$ cat config.mk
export PLATFORM = sky130hd
export DESIGN_NAME = cpu_dbg_ctrl
export DESIGN_NICKNAME = d
export VERILOG_FILES = /design/src/rtl/cpu_dbg_ctrl.sv
export SDC_FILE = /design/constraint.sdc
export NUM_CORES = 1
export LEC_CHECK = 0
export BUFFER_PORTS_ARGS = -buffer_cell sky130_fd_sc_hd__buf_2
export CAP_MARGIN = 20
export CORE_MARGIN = 4
export CORE_UTILIZATION = 63
export DETAILED_ROUTE_END_ITERATION = 12
export PLACE_DENSITY = 0.84
export SLEW_MARGIN = 5
export SYNTH_ARGS = -nofsm -noshare
export SYNTH_HDL_FRONTEND = slang
export SYNTH_SLANG_ARGS = --single-unit
export TNS_END_PERCENT = 1
$ cat constraint.sdc
create_clock -name clk -period 5.35 [get_ports clk]
set_input_delay 0.535 -clock clk [delete_from_list [all_inputs] [get_ports clk]]
set_output_delay 0.535 -clock clk [all_outputs]
set_load 0.03 [all_outputs]
$ cat src/rtl/cpu_dbg_ctrl.sv
// Debug responder: stalls the CPU on brk or host halt, snapshots PCL/PCH/AC/X/Y/P,
// streams a 7-byte packet to the host and holds the CPU until a continue command.
module cpu_dbg_ctrl #(
  parameter logic [7:0] HDR_BYTE   = 8'hB0,
  parameter logic [7:0] CMD_CONT   = 8'h01,
  parameter logic [7:0] CMD_RESEND = 8'h02,
  parameter logic [7:0] CMD_HALT   = 8'h03
) (
  input  logic       clk,
  input  logic       rst,
  input  logic       cpu_brk,
  input  logic [7:0] cpu_dbgreg_out,
  output logic [3:0] cpu_dbgreg_sel,
  output logic       cpu_ready,
  output logic [7:0] tx_data,
  output logic       tx_valid,
  input  logic       tx_ready,
  input  logic [7:0] rx_data,
  input  logic       rx_valid,
  output logic       halted
);

  typedef enum logic [1:0] {RUN, CAPTURE, SEND, HALTED} state_t;

  state_t     state, state_d;
  logic [2:0] idx, idx_d;
  logic [2:0] bcnt, bcnt_d;
  logic [7:0] snap [6];
  logic       snap_we;
  logic       cpu_ready_d, tx_valid_d, halted_d;
  logic [3:0] sel_d;
  logic [7:0] tx_data_d;
  logic       rx_cont, rx_resend, rx_halt;

  assign rx_cont   = rx_valid && (rx_data == CMD_CONT);
  assign rx_resend = rx_valid && (rx_data == CMD_RESEND);
  assign rx_halt   = rx_valid && (rx_data == CMD_HALT);

  always_comb begin
    state_d     = state;
    idx_d       = idx;
    bcnt_d      = bcnt;
    sel_d       = cpu_dbgreg_sel;
    cpu_ready_d = cpu_ready;
    tx_valid_d  = tx_valid;
    tx_data_d   = tx_data;
    snap_we     = 1'b0;
    unique case (state)
      RUN: begin
        cpu_ready_d = 1'b1;
        if (cpu_brk || rx_halt) begin
          state_d     = CAPTURE;
          cpu_ready_d = 1'b0;
          sel_d       = 4'd0;
          idx_d       = 3'd0;
        end
      end
      CAPTURE: begin
        cpu_ready_d = 1'b0;
        snap_we     = 1'b1;
        if (idx == 3'd5) begin
          // last register stored; header goes out on the following cycle
          state_d    = SEND;
          idx_d      = 3'd0;
          sel_d      = 4'd0;
          bcnt_d     = 3'd0;
          tx_valid_d = 1'b1;
          tx_data_d  = HDR_BYTE;
        end else begin
          idx_d = idx + 3'd1;
          sel_d = {1'b0, idx + 3'd1};
        end
      end
      SEND: begin
        cpu_ready_d = 1'b0;
        tx_valid_d  = 1'b1;
        if (tx_ready) begin
          if (bcnt == 3'd6) begin
            state_d    = HALTED;
            tx_valid_d = 1'b0;
          end else begin
            // byte bcnt+1 of the packet is snap[bcnt]
            bcnt_d    = bcnt + 3'd1;
            tx_data_d = snap[bcnt];
          end
        end
      end
      HALTED: begin
        cpu_ready_d = 1'b0;
        if (rx_cont) begin
          state_d     = RUN;
          cpu_ready_d = 1'b1;
        end else if (rx_resend) begin
          state_d    = SEND;
          bcnt_d     = 3'd0;
          tx_valid_d = 1'b1;
          tx_data_d  = HDR_BYTE;
        end
      end
      default: state_d = RUN;
    endcase
    halted_d = (state_d == HALTED);
  end

  always_ff @(posedge clk) begin
    if (rst) begin
      state          <= RUN;
      idx            <= 3'd0;
      bcnt           <= 3'd0;
      cpu_dbgreg_sel <= 4'd0;
      cpu_ready      <= 1'b1;
      tx_valid       <= 1'b0;
      tx_data        <= 8'h00;
      halted         <= 1'b0;
      for (int i = 0; i < 6; i++) snap[i] <= 8'h00;
    end else begin
      state          <= state_d;
      idx            <= idx_d;
      bcnt           <= bcnt_d;
      cpu_dbgreg_sel <= sel_d;
      cpu_ready      <= cpu_ready_d;
      tx_valid       <= tx_valid_d;
      tx_data        <= tx_data_d;
      halted         <= halted_d;
      if (snap_we) snap[idx] <= cpu_dbgreg_out;
    end
  end

endmodule

After elaboration in Yosys (flattened, before gate mapping) --
Memories as Yosys holds them, arrays and structs flattened. A register that Yosys moved wholly into a read port is not among the register bits. Index checks and enable logic that the tools add are counted.
Cells by class: add/subtract/negate cells 2, multiply operators 0, divide/modulo/power cells 0, magnitude comparators 0, equal/unequal tests 15, shift operators 0, muxes and demuxes 45, bitwise gates (word level) 0, reductions and logical operators 12
Operator list (count):
- $mux W8 | 6
- $mux W3 | 11
- $pmux W8 S3 | 1
- $eq A8 B2 Y1 const B | 2
- $mux W1 | 14
- $mux W2 | 6
- $ne A2 B2 Y1 const B | 6
- $pmux W3 S3 | 1
- $eq A8 B1 Y1 const B | 1
- $pmux W2 S4 | 1
- $pmux W4 S2 | 1
- $reduce_or A8 Y1 | 1
- $add A3 B1 Y3 const B | 2
- $eq A2 B2 Y1 const B | 3
- $eq A3 B3 Y1 const B | 2
- $pmux W1 S3 | 2
- $pmux W3 S2 | 1
- $reduce_and A6 Y1 | 1
- $mux W4 | 1
- $reduce_and A4 Y1 | 1
- $logic_and A1 B1 Y1 | 3
- $reduce_bool A3 Y1 | 1
- $eq A2 B1 Y1 const B | 1
- $logic_not A2 Y1 | 1
- other kinds (4) | 4
Word-level totals: flip-flop bits (word level) 23, bits in latches 0, memory bits (writable) 48, memory bits (read-only) 0, input port bits 21, output and inout port bits 15, logic and storage cells 83, memories kept 1
Memory list:
- snap | words 6, bits a word 8, rd ports 1, clocked after Yosys merged registers in 1, wr ports 6, line 28 | logic [7:0] snap [6];

Depth between registers and ports, before layout --
depth in word-level cells 7, depth in mapped cells 6, gate-level depth less buffers 6

Worst setup path after synthesis --
OpenSTA, ideal clock, no wires.
path type register to register, start register state[1], end memory snap[6][0] (enable), setup time 0.385 ns, data arrival time 1.640 ns, required time 4.965 ns, setup slack 3.325 ns, stages on the path, launching flop included 6, path buffers 1, clock period less this slack 2.025 ns, cells stage by stage dfxtp_1 > buf_6 > nand2b_4 > nor2_2 > nand2_1 > nor3b_1
RTL lines:
- start, declared | line 25 | state_t state, state_d;
- start signal, assigned | line 117 | state <= state_d;
- end, declared | line 28

==> key figures <==
Clock tree
  – CTS root buffer: clkbuf_8
  – Resized cells post-CTS: 0
  – Hold buffer count at CTS: 0
  – Worst-Skew Late Latency: ~0.36 ns
  – Clock Path Buffers: 2
  – Clock sink total: 86
  – Buffer count from post-CTS setup fixing: 0
  – CTS tree: yes
  – Reg clk slew, reported paths: 0.09 ns
  – CTS Buf Count: 9
  – CTS H-tree depth: 3

Critical path
  – Bufs and invs on worst path: 0
  – CP Launch Type: flop
  – Worst r2r src: state[0]
  – R2R Setup Slk: 2.88 ns
  – CP Capture Type: flop
  – Cell family with most CP delay: simple AND/OR/NAND/NOR gates
  – Crit-path max cell delay: roughly 0.89 ns
  – Slowest-stage cell, CP: nor3b_1
  – Critical Path Fanout Max: 11
  – R2r worst-path depth: 4
  – Critical path arrival: 2.45 ns
  – Required @ worst endpoint: 5.33 ns
  – Reg-to-reg endpoint: snap[6][3]
  – Crit-path cells: nand2b_4 > nor2_2 > nand2_1 > nor3b_1
  – Crit path kind: flop to flop

Place
  – Hpwl dp: approximately 5300 um
  – # port buffers: 34
  – Final RePlAce weighted congestion: 0.8067
  – Placed cell areas: 3966 sq um

Pwr
  – Net Sw Frac: 22.76%
  – Combinational power share: roughly 5.3%
  – Switching power of the nets: roughly 0.00029 W
  – Power per cell area: roughly 300 nW/um^2
  – Sequential share of power: 58.6%
  – Max rail drop VDD: 0.0002471 V
  – Static Leak: between 1.5 and 2 nW
  – Pint: about 0.00098 W
  – Clock power share: 36.1%

Yosys
  – Post-Syn Instances: 273
  – Post-synthesis adder-cell area fraction: 0.6647%
  – Synth Flop Type: edfxtp_1
  – Post-synthesis mux area share: between 10% and 20%
  – Unique masters post-synth: 48
  – Xor-xnor portion of the synthesized cell area: 0.2326%
  – Net Count, Synth: 296
  – Compound-Gate Fraction of Synth Area: under 10%
  – Register area share after synthesis: 62.75%
  – Post-synth ARST share: 0%
  – Mapped Avg Cell Area: ~14 sq um
  – Syn. warnings: 0
  – Post-synth EDFFs: 64
  – Synth Area in Simple Gates: approximately 16%
  – Seq cells post-synth: 86
  – Post-Syn Area: 3765 sq um
  – Largest family of logic cells by synthesized area: simple AND/OR/NAND/NOR gates

STA
  – Fmax achieved: 0.4054 GHz
  – Final setup fails: 0
  – Post-route minimum period: 2.466 ns
  – Relative slew slack: between 20% and 30%
  – Slew @ Worst Pin: 1.070 ns
  – Total negative slack: 0 ns
  – Unrepaired setup endpoints after global routing: no
  – Final Hold Fails: 0
  – Max Clock Skew: 0.008625 ns
  – Fin. max-slew vios: 0
  – Tcrit/Tclk final: between 40% and 50%

Global route
  – GRT Overall Usage: 22.50%
  – Largest net degree at the start of global routing: 33
  – First-pass GRT wire length: ~12000 um
  – Remaining Overflow, GRT: 0
  – Vias in the first global route: 2312
  – Initial antenna violation count: 0

Flow run
  – Max Cap Viol: 0

Min path
  – Hold Path Class: flop to flop
  – Hold EP: tx_data[7]
  – WHS Path Cells: 1
  – Hold_sp: tx_data[7]

Finish
  – Most common cell after layout, fill and taps aside: edfxtp_1
  – Antenna Cells: 0
  – Area grow syn2layout: 11.17%
  – Final core utilization: 74.19%
  – Most frequent cells in the layout: edfxtp_1 (64), buf_2 (34), nor2_1 (32)
  – NumNets Final: 331
  – Share of cells above drive strength 1: 25.88%
  – Design area: 4185 sq um
  – Fill cell total of the finished layout: 351

Drt
  – Number of remaining DRC errors: 0
  – DRT Pass-1 Iters: 4
  – Vias: around 2300
  – Routed wire length: 7382 um
  – Via density: between 5 and 6
  – Avg WL per Cell: 19.17 um
  – Routed Antenna Nets: 0
  – Iter 0 DRT Violations: 240

Floorplanning
  – Die ar.: 7277 sq um
  – Chip width: between 80 and 90 um
  – Std-Cell Rows: 27
  – Core area: 5642 sq um
  – Die H: ~85 um
  – Starting density of the core: 66.73%
  – I/O pin count: 36

Run status
  – Status: finished clean
-- layer usage --
metal | track usage [%] | part of all wire [%]
met1 | 29.86 | 41
met2 | 35.38 | 50
met3 | 6.990 | 7.1
met4 | 7.770 | 1.9
met5 | 0 | 0
-- sequential cells by signal (all words and copies together) (netlist names), named ones only --
register	flops
snap	64
state	2
tx_valid	1
tx_data	8
bcnt	3
halted	1
idx	3
cpu_ready	1
-- power groups by stage --
stage / combinational [W] / sequential [W] / clock [W]
3_5_place_dp: 0.0000661 / 0.000756 / 0
4_1_cts: 0.0000664 / 0.000741 / 0.000467
2_1_floorplan: 0.0000399 / 0.000755 / 0
6_report: 0.0000667 / 0.000741 / 0.000456
5_1_grt: 0.0000735 / 0.000743 / 0.000500
3_3_place_gp: 0.0000648 / 0.000755 / 0
-- per-stage QoR --
stage | std cells | hold WS (ns) | power, W | worst slack [ns]
floorplan | 273 | 0.4847 | 0.0007946 | 3.325
global placement | 368 | 0.4428 | 0.0008195 | 2.786
detailed placement | 368 | 0.4487 | 0.0008224 | 2.693
CTS | 384 | 0.4698 | 0.001274 | 2.870
global route | 385 | 0.4728 | 0.001316 | 2.718
finish | 385 | 0.4646 | 0.001263 | 2.884
-- area by class of cell --
cell class                 count  area, sq um  area share [%]
timing repair buffer          36        192.7           4.604
clock buffer                   9        123.9           2.960
tap                           72        90.09           2.152
sequential                    86         2362           56.44
clock inverter                 7        80.08           1.913
multi-input combinational    164         1295           30.94
inverter                      11        41.29          0.9865
-- worst reg2reg max path, stage by stage (launching register included) --
cell and delay (ns):
dfxtp_1 0.60, nand2b_4 0.14, nor2_2 0.32, nand2_1 0.14
nor3b_1 0.89
-- cells in the mapped netlist, types with 3 or more instances --
| cell | count | area share, % |
|---|---|---|
| buf_4 | 3 | 0.60 |
| nand3_1 | 3 | 0.40 |
| o21a_1 | 4 | 0.80 |
| dfxtp_1 | 22 | 12 |
| nor2b_1 | 4 | 0.66 |
| inv_1 | 11 | 1.1 |
| nand2b_1 | 11 | 1.8 |
| nand2_1 | 17 | 1.7 |
| clkbuf_1 | 6 | 0.60 |
| nor2_1 | 32 | 3.2 |
| edfxtp_1 | 64 | 51 |
| a22oi_1 | 5 | 1.0 |
| and2_1 | 16 | 2.7 |
| mux4_2 | 16 | 9.6 |
| mux2i_1 | 9 | 2.4 |
| nor3_1 | 6 | 0.80 |
| a21oi_1 | 6 | 0.80 |
-- how the worst max path moves through the flow --
stage | from | to | slack (ns) | cells after the start
after floorplan | state[1] | snap[6][0] | 3.32 | 5
after global placement | rst | snap[6][0] | 2.79 | 4
after detailed placement | rst | snap[6][0] | 2.69 | 4
after CTS | state[0] | snap[6][3] | 2.87 | 4
after global routing | state[0] | snap[6][3] | 2.72 | 4
final | state[0] | snap[6][3] | 2.88 | 4
-- cells by family after synthesis --
family                     after synthesis
and+or+nand+nor                        107
adders and majority gates                2
muxes                                   25
DFF                                     86
buffers and inverters                   23
other                                    1
xor gates and xnor gates                 1
AOI/OAI and AO/OA                       28
Power figures use the tool's default switching activity.
